[src/rtl/core_ma_lsu_split_merge.sv]
// MA-stage load/store bus engine: splits bus-word-crossing accesses into two
// single-word Avalon commands and merges/extends returned load data.
module core_ma_lsu_split_merge #(
  parameter int unsigned DATA_W         = 32,
  parameter int unsigned ADDR_W         = 32,
  parameter bit          ALLOW_MISALIGN = 1'b1
) (
  input  logic              clk,
  input  logic              rest,
  input  logic              req_valid,
  output logic              req_ready,
  input  logic              req_we,
  input  logic [ADDR_W-1:0] req_addr,
  input  logic [DATA_W-1:0] req_wdata,
  input  logic [1:0]        req_size,
  input  logic              req_signed,
  output logic              rsp_valid,
  input  logic              rsp_ready,
  output logic [DATA_W-1:0] rsp_data,
  output logic              rsp_err,
  output logic [ADDR_W-1:0] avl_m0_address,
  output logic              avl_m0_read,
  output logic              avl_m0_write,
  output logic [DATA_W/8-1:0] avl_m0_byte_en,
  output logic [DATA_W-1:0] avl_m0_write_data,
  output logic              avl_m0_begin_burst_transfer,
  output logic [7:0]        avl_m0_burst_count,
  input  logic              avl_m0_request_ready,
  input  logic [DATA_W-1:0] avl_m0_read_data,
  input  logic              avl_m0_read_data_valid
);

  localparam int unsigned BYTES = DATA_W / 8;
  localparam int unsigned OFF_W = $clog2(BYTES);

  localparam logic [2:0] S_IDLE = 3'd0;
  localparam logic [2:0] S_CMD0 = 3'd1;
  localparam logic [2:0] S_CMD1 = 3'd2;
  localparam logic [2:0] S_WAIT = 3'd3;
  localparam logic [2:0] S_RESP = 3'd4;

  logic [2:0]        state_q, state_d;
  logic              we_q, we_d;
  logic [ADDR_W-1:0] addr_q, addr_d;
  logic [DATA_W-1:0] wdata_q, wdata_d;
  logic [1:0]        size_q, size_d;
  logic              sgn_q, sgn_d;
  logic              split_q, split_d;
  logic [DATA_W-1:0] buf0_q, buf0_d;
  logic [DATA_W-1:0] buf1_q, buf1_d;
  logic [1:0]        rx_cnt_q, rx_cnt_d;
  logic [DATA_W-1:0] rsp_data_q, rsp_data_d;
  logic              rsp_err_q, rsp_err_d;

  // Incoming request decode
  logic [OFF_W-1:0] req_off;
  logic [4:0]       req_off5;
  logic [4:0]       req_len5;
  logic             req_split;
  logic             req_illegal;

  always_comb begin
    req_off     = req_addr[OFF_W-1:0];
    req_off5    = {{(5-OFF_W){1'b0}}, req_off};
    req_len5    = 5'd1 << req_size;
    req_split   = (req_off5 + req_len5) > 5'(BYTES);
    req_illegal = ((req_size == 2'd3) && (DATA_W == 32)) ||
                  (!ALLOW_MISALIGN && ((req_off5 & (req_len5 - 5'd1)) != 5'd0));
  end

  // Latched-request lane steering; beat 1 takes the bits that spill past the word
  logic [OFF_W-1:0]    off_q;
  logic [2*BYTES-1:0]  mask_w;
  logic [2*BYTES-1:0]  be_wide;
  logic [2*DATA_W-1:0] wd_wide;
  logic [ADDR_W-1:0]   addr0, addr1;

  always_comb begin
    off_q = addr_q[OFF_W-1:0];
    case (size_q)
      2'd0:    mask_w = (2*BYTES)'(8'h01);
      2'd1:    mask_w = (2*BYTES)'(8'h03);
      2'd2:    mask_w = (2*BYTES)'(8'h0F);
      default: mask_w = (2*BYTES)'(8'hFF);
    endcase
    be_wide = mask_w << off_q;
    wd_wide = {{DATA_W{1'b0}}, wdata_q} << {off_q, 3'b000};
    addr0   = {addr_q[ADDR_W-1:OFF_W], {OFF_W{1'b0}}};
    addr1   = addr0 + ADDR_W'(BYTES);
  end

  always_comb begin
    avl_m0_read       = 1'b0;
    avl_m0_write      = 1'b0;
    avl_m0_address    = '0;
    avl_m0_byte_en    = '0;
    avl_m0_write_data = '0;
    case (state_q)
      S_CMD0: begin
        avl_m0_read       = ~we_q;
        avl_m0_write      = we_q;
        avl_m0_address    = addr0;
        avl_m0_byte_en    = be_wide[BYTES-1:0];
        avl_m0_write_data = wd_wide[DATA_W-1:0];
      end
      S_CMD1: begin
        avl_m0_read       = ~we_q;
        avl_m0_write      = we_q;
        avl_m0_address    = addr1;
        avl_m0_byte_en    = be_wide[2*BYTES-1:BYTES];
        avl_m0_write_data = wd_wide[2*DATA_W-1:DATA_W];
      end
      default: ;
    endcase
  end

  assign avl_m0_begin_burst_transfer = 1'b0;
  assign avl_m0_burst_count          = 8'd1;

  // Read beats are captured while a load is outstanding, including before CMD1 is accepted
  logic rd_cap;

  always_comb begin
    rd_cap   = avl_m0_read_data_valid &&
               ((state_q == S_CMD0) || (state_q == S_CMD1) || (state_q == S_WAIT));
    buf0_d   = buf0_q;
    buf1_d   = buf1_q;
    rx_cnt_d = rx_cnt_q;
    if (state_q == S_IDLE) begin
      rx_cnt_d = '0;
    end else if (rd_cap && (rx_cnt_q < 2'd2)) begin
      if (rx_cnt_q == 2'd0) buf0_d = avl_m0_read_data;
      else                  buf1_d = avl_m0_read_data;
      rx_cnt_d = rx_cnt_q + 2'd1;
    end
  end

  // Merge from next-state buffers so a final beat landing on the RESP transition is used
  logic [DATA_W-1:0] mp;
  logic [DATA_W-1:0] keep;
  logic              sbit;
  logic [DATA_W-1:0] merged;

  always_comb begin
    mp = DATA_W'({buf1_d, buf0_d} >> {off_q, 3'b000});
    case (size_q)
      2'd0: begin keep = DATA_W'(16'h00FF);      sbit = mp[7];  end
      2'd1: begin keep = DATA_W'(16'hFFFF);      sbit = mp[15]; end
      2'd2: begin keep = DATA_W'(32'hFFFF_FFFF); sbit = mp[31]; end
      default: begin keep = '1;                  sbit = mp[DATA_W-1]; end
    endcase
    merged = (mp & keep) | (~keep & {DATA_W{sgn_q & sbit}});
  end

  logic [1:0] exp_beats;
  assign exp_beats = split_q ? 2'd2 : 2'd1;

  always_comb begin
    state_d    = state_q;
    we_d       = we_q;
    addr_d     = addr_q;
    wdata_d    = wdata_q;
    size_d     = size_q;
    sgn_d      = sgn_q;
    split_d    = split_q;
    rsp_data_d = rsp_data_q;
    rsp_err_d  = rsp_err_q;
    case (state_q)
      S_IDLE: begin
        if (req_valid) begin
          we_d       = req_we;
          addr_d     = req_addr;
          wdata_d    = req_wdata;
          size_d     = req_size;
          sgn_d      = req_signed;
          split_d    = req_split;
          rsp_data_d = '0;
          rsp_err_d  = req_illegal;
          state_d    = req_illegal ? S_RESP : S_CMD0;
        end
      end
      S_CMD0: begin
        if (avl_m0_request_ready) begin
          if (split_q)                     state_d = S_CMD1;
          else if (we_q)                   state_d = S_RESP;
          else if (rx_cnt_d == exp_beats)  state_d = S_RESP;
          else                             state_d = S_WAIT;
        end
      end
      S_CMD1: begin
        if (avl_m0_request_ready) begin
          if (we_q || (rx_cnt_d == 2'd2)) state_d = S_RESP;
          else                            state_d = S_WAIT;
        end
      end
      S_WAIT: begin
        if (rx_cnt_d == exp_beats) state_d = S_RESP;
      end
      S_RESP: begin
        if (rsp_ready) state_d = S_IDLE;
      end
      default: state_d = S_IDLE;
    endcase
    if ((state_d == S_RESP) &&
        ((state_q == S_CMD0) || (state_q == S_CMD1) || (state_q == S_WAIT))) begin
      rsp_data_d = we_q ? '0 : merged;
    end
  end

  always_ff @(posedge clk) begin
    if (rest) begin
      state_q    <= S_IDLE;
      we_q       <= 1'b0;
      addr_q     <= '0;
      wdata_q    <= '0;
      size_q     <= '0;
      sgn_q      <= 1'b0;
      split_q    <= 1'b0;
      buf0_q     <= '0;
      buf1_q     <= '0;
      rx_cnt_q   <= '0;
      rsp_data_q <= '0;
      rsp_err_q  <= 1'b0;
    end else begin
      state_q    <= state_d;
      we_q       <= we_d;
      addr_q     <= addr_d;
      wdata_q    <= wdata_d;
      size_q     <= size_d;
      sgn_q      <= sgn_d;
      split_q    <= split_d;
      buf0_q     <= buf0_d;
      buf1_q     <= buf1_d;
      rx_cnt_q   <= rx_cnt_d;
      rsp_data_q <= rsp_data_d;
      rsp_err_q  <= rsp_err_d;
    end
  end

  assign req_ready = (state_q == S_IDLE);
  assign rsp_valid = (state_q == S_RESP);
  assign rsp_data  = rsp_data_q;
  assign rsp_err   = rsp_err_q;

endmodule

[config.mk]
export PLATFORM = sky130hd
export DESIGN_NAME = core_ma_lsu_split_merge
export DESIGN_NICKNAME = d
export VERILOG_FILES = /design/src/rtl/core_ma_lsu_split_merge.sv
export SDC_FILE = /design/constraint.sdc
export NUM_CORES = 1
export LEC_CHECK = 0
export BUFFER_PORTS_ARGS = -buffer_cell sky130_fd_sc_hd__buf_2
export CORE_ASPECT_RATIO = 1.25
export CORE_MARGIN = 10
export CORE_UTILIZATION = 30
export DETAILED_ROUTE_END_ITERATION = 12
export GPL_ROUTABILITY_DRIVEN = 1
export PLACE_DENSITY = 0.58
export RECOVER_POWER = 25
export SLEW_MARGIN = 10
export SYNTH_ARGS = -nofsm -noshare
export SYNTH_HDL_FRONTEND = slang
export SYNTH_SLANG_ARGS = --single-unit
[constraint.sdc]
create_clock -name clk -period 2.88 [get_ports clk]
set_clock_uncertainty 0.2 [all_clocks]
set_input_delay 0.576 -clock clk [delete_from_list [all_inputs] [get_ports clk]]
set_output_delay 0.576 -clock clk [all_outputs]
set_load 0.005 [all_outputs]
==> metrics.yaml, run 1 <==
drt:
  detailroute.via_count: 8855
  route.antenna.remaining_nets: 0
  remaining_drc_errors: 0
  drt_first_pass_iters: 5
  avgViaCountPerCell: 5.03
  wl_um: 31700
  initialDrtViolationCount: 425
  wl_per_cell_um: 18.0
global_routing:
  grt_use_total_pct: 16.6
  grt_overflow_total: 0
  grt_pass1_vias: 8787
  grt_first_pass_wirelength_um: 49200
  grt_max_degree: 132
  grt_antenna_before_repair: 2
placed_design:
  port_buffers: 208
  preCtsSetupSlack_ns: -0.0587
  weighted_congestion_at_the_end_of_routability_driven_global_placement: 0.844
  place_hpwl_um: 22600
  place.detailed.instances: 1698
  standard_cell_area_after_detailed_placement_mm2: 0.0106
floorplanning:
  die_area_mm2: 0.0368
  die_w_um: 174
  start_util_pct: 30.3
  die_height_um: 212
  top_level_ports: 220
  core_mm2: 0.0292
  num_rows: 70
power_and_ir_drop:
  power.density_cell_area_mw_per_mm2: 523
  power_mw: 6.19
  p_leak_nw: 5.12
  ir_worst_vdd_uv: 316
worst_setup_path:
  worstSetupStartpoint: "addr_q[3]"
  kind_of_capture_point_of_the_worst_setup_path: "output pin"
  worstReg2RegEnd: "rsp_data[30]"
  reg2reg_setup_slack_ns: 0.04
  cp-start-kind: "register"
  critical_path.cell_chain: "ha_4, nand3_4, nor3_2, buf_4, and4_4, buf_6, a31oi_2, o21ai_1, o21ai_1, buf_2"
  slowest_stage_cell_on_the_critical_path: "sky130_fd_sc_hd__dfxtp_4"
  critical_path.top_delay_family: "simple AND/OR/NAND/NOR gates"
  cp_data_arrival_time_ns: 2.12
  cp.required_ns: 2.10
  timing.critical_path.fanout_max: 5
  worstPathBufferInverterCount: 3
  critPathMostFrequentCell: "sky130_fd_sc_hd__o21ai_1"
  timing.critical_path.slowest_cell_delay_ns: 0.38
  worst_setup_path_class: "register to output pin"
  worstSetupPathDepth: 10
  worst_setup_path_endpoint: "avl_m0_address[30]"
  worst_r2r_startpoint: "rx_cnt_q[0]"
  timing.reg2reg.worst_path_depth: 10
cells_and_area:
  design_area_mm2: 0.0118
  fin_nets: 1463
  post-route-util_pct: 40.6
  drive_above_1_share_pct: 28.6
  fillCellCount: 3005
  multi_input_area_mm2: 0.00542
  final_cells: 1762
  seq_area_mm2: 0.00331
  area_delta_synth_final_pct: 33.8
yosys:
  yosys_register_bits: 163
  post_synth.cell_area_avg_um2: 7.92
  number_of_standard_cells_after_synthesis: 1116
  yosysUniqueCellTypes: 56
  ys_seq_area_share_pct: 36.9
  synth_enable_flop_cells: 0
  ys_async_sr_fraction_pct: 0
  syn_area_mm2: 0.00884
  postSynth.topFlopCell: "sky130_fd_sc_hd__dfxtp_1"
  ys_warn_count: 0
clock_network:
  tritoncts.num_buffers: 17
  cts.hold.buffers_added: 0
  clock_tree_from_tritoncts: "yes"
  clk-insertion-delay-late_ns: 0.43
  cts-root-to-sink-buffers: 2
  cts_num_sinks: 163
  path_clk_slew_ns: 0.07
  cts_root_buf: "sky130_fd_sc_hd__clkbuf_16"
  clock_tree.htree_level_count: 4
timing:
  fin_hold_ws_ns: 0.166
  report.final.slew_viol_count: 0
  setup-violations-final: 1
  rsz0062_at_grt: "true"
  timing.final.crit_period_ns: 2.89
  final_critical_path_setup_slack_ns: -0.0134
  final_hold_viol_count: 0
  max_fclk_ghz: 0.346
  worstMarginPinSlew_ns: 0.783
  final.period_utilization_pct: 100
  timing.slew.headroom_pct: 47.8
  fin_setup_tns_ns: -0.0134
status:
  failed_checks: "negative setup slack"
  outcome: "finished, violations left"
job:
  maxCapViolCount: 0
worst_hold_path:
  hold_wc_path_type: "input port to register"
==> worst register-to-register path, delay by kind of cell, from the launching register on <==
family,cells,cell delay (ns)
buffers and inverters,2,0.28
AND/OR/NAND/NOR,2,0.61
adder cells (fa/ha/maj),1,0.24
AO/OA/AOI/OAI,5,1.07
flip-flops,1,0.35
==> cell families after synthesis <==
group / count (synthesis) / synth area share (%)
other: 2 / 0.0849
xor gates and xnor gates: 2 / 0.198
adders and majority gates: 5 / 0.792
and+or+nand+nor: 409 / 19.8
muxes: 159 / 18.4
buffers and inverters: 110 / 5.55
DFF: 163 / 36.9
AOI/OAI and AO/OA: 266 / 18.3
==> layout by cell type, fill, tap and decap left out, drive strengths merged, types with 12 or more instances in the layout <==
master,netlist,final
inv,13,20
nor2,97,97
nor2b,12,12
a22o,28,28
o21ai,77,77
a21oi,102,102
buf,38,266
dfxtp,163,163
nand3,24,24
nand2b,18,18
mux2i,149,149
clkbuf,59,56
nand2,216,216
==> state kept, by name (all words and copies together), names as in the netlist <==
register / flops
state_q: 3
rx_cnt_q: 2
split_q: 1
rsp_err: 1
we_q: 1
rsp_data: 32
size_q: 2
sgn_q: 1
buf1_q: 24
buf0_q: 32
addr_q: 32
wdata_q: 32
==> repair_timing <==
item                                    4_1_cts  5_1_grt
resized for setup                            79       60
setup buffers                                18        6
endpoints found under the setup margin       76       75
pin swaps                                    20       36
cloned                                        3        4
==> power breakdown <==
group / internal, mW / switching (mW) / leakage (nW)
clock: 1.26 / 1.14 / 0.303
combinational: 0.556 / 0.735 / 3.48
sequential: 2.37 / 0.124 / 1.34
total: 4.19 / 2.00 / 5.12
==> metal layers <==
layer | up-vias | global-route usage (%) | share of wire (%)
li1 | 4352 | - | -
met1 | 4219 | 19.5 | 42
met2 | 248 | 28.8 | 50
met3 | 34 | 4.51 | 5.6
met4 | 2 | 5.30 | 1.8
met5 | - | 0 | 0.041
==> how the worst min path moves through the flow <==
stage	start	end	slack, ns	cells after the start
after floorplan	addr_q[31]	addr_q[31]	0.24	2
after global placement	rsp_err	rsp_err	0.24	2
after detailed placement	rsp_data[6]	rsp_data[6]	0.25	1
after CTS	req_wdata[11]	wdata_q[11]	0.15	3
after global routing	req_addr[2]	addr_q[2]	0.15	3
final	req_addr[4]	addr_q[4]	0.17	3
==> cell type report <==
type / count / share of cell area (%)
diodes: 1 / 0.0212
multi-input cells: 852 / 45.8
inverters: 13 / 0.412
repair buffers: 305 / 16.3
well taps: 396 / 4.19
clock inverters: 15 / 1.62
clock buffers: 17 / 3.60
flip-flops and latches: 163 / 28.0
==> synthesized netlist by cell type (4+ instances only) <==
master,count,area (µm²)
sky130_fd_sc_hd__dfxtp_1,163,3260
sky130_fd_sc_hd__nand2_1,216,811
sky130_fd_sc_hd__nand3_1,24,120
sky130_fd_sc_hd__ha_1,4,50.1
sky130_fd_sc_hd__inv_1,13,48.8
sky130_fd_sc_hd__nor2b_1,12,75.1
sky130_fd_sc_hd__mux2_2,8,90.1
sky130_fd_sc_hd__a22o_1,28,245
sky130_fd_sc_hd__o21ai_0,76,380
sky130_fd_sc_hd__nor2_1,97,364
sky130_fd_sc_hd__and2_1,4,25.0
sky130_fd_sc_hd__clkbuf_1,58,218
sky130_fd_sc_hd__and3_1,11,68.8
sky130_fd_sc_hd__buf_2,13,65.1
sky130_fd_sc_hd__nand4_1,8,50.1
sky130_fd_sc_hd__mux2i_1,149,1490
sky130_fd_sc_hd__o22ai_1,11,68.8
sky130_fd_sc_hd__nand2b_1,18,113
sky130_fd_sc_hd__buf_4,12,90.1
sky130_fd_sc_hd__o31ai_1,4,30.0
sky130_fd_sc_hd__nor3_1,6,30.0
sky130_fd_sc_hd__o2bb2ai_1,7,61.3
sky130_fd_sc_hd__buf_1,11,41.3
sky130_fd_sc_hd__a211o_1,8,70.1
sky130_fd_sc_hd__a211oi_1,4,30.0
sky130_fd_sc_hd__a31oi_1,9,56.3
sky130_fd_sc_hd__a21oi_1,100,500
Power figures use the tool's default switching activity.
==> inputs of run 2 (changes only) <==
--- a/config.mk
+++ b/config.mk
@@ -11,6 +11,7 @@
 export CORE_UTILIZATION = 30
 export DETAILED_ROUTE_END_ITERATION = 12
 export GPL_ROUTABILITY_DRIVEN = 1
+export MAX_ROUTING_LAYER = met4
 export PLACE_DENSITY = 0.58
 export RECOVER_POWER = 25
 export SLEW_MARGIN = 10
==> run 2 against run 1 <==
Against the previous run:
- worst hold slack improved by 0.0020 ns
- sequential cell count is the same
- first-iteration DRC count increased by 6.8%
- fmax barely moved
- die area is the same
- register-to-register slack is essentially flat
- the run still ends with negative setup slack left
- via count decreased by 0.25%
- total power is 0.19% higher
- setup slack lost 0.0021 ns
- cell area rose by 0.50%
==> metrics.yaml, run 2 (synthesized netlist as in run 1, its figures left out) <==
floorplanning:
  core_mm2: 0.0292
  die_area_mm2: 0.0368
  num_rows: 70
  die_height_um: 212
  top_level_ports: 220
  start_util_pct: 30.3
  die_w_um: 174
cells_and_area:
  final_common_cell: "sky130_fd_sc_hd__nand2_1"
  area_delta_synth_final_pct: 34.5
  fin_nets: 1470
  multi_input_area_mm2: 0.00540
  seq_area_mm2: 0.00331
  fillCellCount: 2997
  post-route-util_pct: 40.8
  final_cells: 1770
  layout.cells.most_common_list: "sky130_fd_sc_hd__nand2_1 (210), sky130_fd_sc_hd__buf_2 (174), sky130_fd_sc_hd__mux2i_1 (149), sky130_fd_sc_hd__dfxtp_1 (140), sky130_fd_sc_hd__a21oi_1 (100)"
  drive_above_1_share_pct: 28.9
job:
  maxCapViolCount: 0
timing:
  final_critical_path_setup_slack_ns: -0.0155
  timing.final.crit_period_ns: 2.90
  max_fclk_ghz: 0.345
  worstMarginPinSlew_ns: 0.806
  report.final.slew_viol_count: 0
  timing.slew.headroom_pct: 46.3
  final_hold_viol_count: 0
  rsz0062_at_grt: "true"
  final.period_utilization_pct: 101
  setup-violations-final: 1
global_routing:
  grt_max_degree: 132
  grt_pass1_vias: 8810
  grt_first_pass_wirelength_um: 49100
  grt_overflow_total: 0
  grt_use_total_pct: 17.1
  grt_antenna_before_repair: 2
drt:
  initialDrtViolationCount: 454
  detailroute.via_count: 8833
  remaining_drc_errors: 0
  avgViaCountPerCell: 4.99
  drt_first_pass_iters: 4
  wl_um: 32000
  route.antenna.remaining_nets: 0
  wl_per_cell_um: 18.1
worst_setup_path:
  cp-start-kind: "register"
  slowest_stage_cell_on_the_critical_path: "sky130_fd_sc_hd__dfxtp_4"
  critPathMostFrequentCell: "sky130_fd_sc_hd__o21ai_1"
  kind_of_capture_point_of_the_worst_setup_path: "output pin"
  critical_path.cell_chain: "ha_4, nand3_4, nor3_2, buf_4, and4_4, buf_6, a31oi_2, o21ai_1, o21ai_1, buf_2"
  cp_data_arrival_time_ns: 2.12
  worstPathBufferInverterCount: 3
  critical_path.top_delay_family: "simple AND/OR/NAND/NOR gates"
  cp.required_ns: 2.10
  timing.critical_path.slowest_cell_delay_ns: 0.38
  worst_setup_path_class: "register to output pin"
  timing.critical_path.fanout_max: 5
placed_design:
  weighted_congestion_at_the_end_of_routability_driven_global_placement: 0.857
  place_hpwl_um: 22600
  place.detailed.instances: 1698
  port_buffers: 208
clock_network:
  cts_num_sinks: 163
  tritoncts.num_buffers: 17
  cts-root-to-sink-buffers: 2
  clock_tree.htree_level_count: 4
  clock_tree_from_tritoncts: "yes"
  cts.hold.buffers_added: 0
  path_clk_slew_ns: 0.07
  clk-insertion-delay-late_ns: 0.43
  cts_root_buf: "sky130_fd_sc_hd__clkbuf_16"
power_and_ir_drop:
  p_leak_nw: 5.16
  power.density_cell_area_mw_per_mm2: 521
  ir_worst_vdd_uv: 315
worst_hold_path:
  hold_wc_path_type: "input port to register"
status:
  failed_checks: "negative setup slack"
  outcome: "finished, violations left"
-- run 2: cell types whose count changed in the layout (fill, tap and decap cells not counted) --
cell and delta:
sky130_fd_sc_hd__o21ai_2 -1, sky130_fd_sc_hd__a31oi_4 -1, sky130_fd_sc_hd__clkbuf_16 +1, sky130_fd_sc_hd__o21ai_0 +1, sky130_fd_sc_hd__a31oi_1 +1, sky130_fd_sc_hd__dfxtp_1 -1, sky130_fd_sc_hd__a21boi_0 -1, sky130_fd_sc_hd__clkbuf_1 +1
sky130_fd_sc_hd__diode_2 +1, sky130_fd_sc_hd__dfxtp_2 +1, sky130_fd_sc_hd__a21boi_1 +1, sky130_fd_sc_hd__buf_8 +1, sky130_fd_sc_hd__buf_4 +4
-- run 2: what timing repair did --
action,in CTS,in global routing
buffers inserted,18,11
gates cloned,3,6
endpoints found under the setup margin,76,75
gates resized for setup,79,59
pin swaps,20,41
-- run 2: where the power goes --
part | switching (mW) | leakage, nW | internal, mW
clock | 1.14 | 0.303 | 1.26
sequential | 0.121 | 1.34 | 2.37
combinational | 0.741 | 3.52 | 0.564
total | 2.00 | 5.16 | 4.20
-- run 2: per-stage QoR --
stage | area [µm²] | hold WS, ns | total power [mW] | setup TNS [ns] | setup slack, ns
after floorplan | 8880 | 0.243 | 3.27 | 0 | 0.0491
after global placement | 10600 | 0.243 | 3.71 | -0.366 | -0.0162
after detailed placement | 10600 | 0.246 | 3.73 | -1.31 | -0.0587
after CTS | 11600 | 0.147 | 6.20 | -0.0164 | -0.00883
after global routing | 11900 | 0.149 | 6.51 | -2.63 | -0.114
final | 11900 | 0.168 | 6.20 | -0.0155 | -0.0155
-- run 2: path summary, 6_finish.rpt --
check,startpoint,endpoint,slack (ns),cells after the start
setup reg to reg,rx_cnt_q[0],rsp_data[30],0.04,10
hold reg to reg,rsp_err,rsp_err,0.26,2
hold / removal,req_addr[8],addr_q[8],0.17,3
setup / recovery,addr_q[3],avl_m0_address[30],-0.02,10
-- run 2: final cells by class --
cell class,count,area share (%)
clock buffer,17,3.58
antenna,2,0.0421
inverter,13,0.410
sequential,163,27.9
timing repair buffer,312,16.9
multi-input combinational,852,45.4
clock inverter,15,1.61
tap,396,4.17
-- run 2: routing by layer --
layer,track usage (%),vias up,wire length [µm],share of wire [%]
met3,4.03,29,1710,5.3
met2,28.7,237,16000,50
met4,5.30,0,549,1.7
met5,-,-,0,0
li1,-,4364,-,-
met1,19.9,4203,13700,43
-- run 2: worst reg2reg max path, cell delays in order (launching register included) --
cell,delay (ns)
sky130_fd_sc_hd__dfxtp_2,0.34
sky130_fd_sc_hd__inv_2,0.05
sky130_fd_sc_hd__ha_4,0.23
sky130_fd_sc_hd__or4b_4,0.49
sky130_fd_sc_hd__a311oi_4,0.35
sky130_fd_sc_hd__o21ai_2,0.10
sky130_fd_sc_hd__a2bb2oi_2,0.17
sky130_fd_sc_hd__a211oi_2,0.26
sky130_fd_sc_hd__nor3_4,0.13
sky130_fd_sc_hd__clkbuf_16,0.22
sky130_fd_sc_hd__a22o_1,0.21
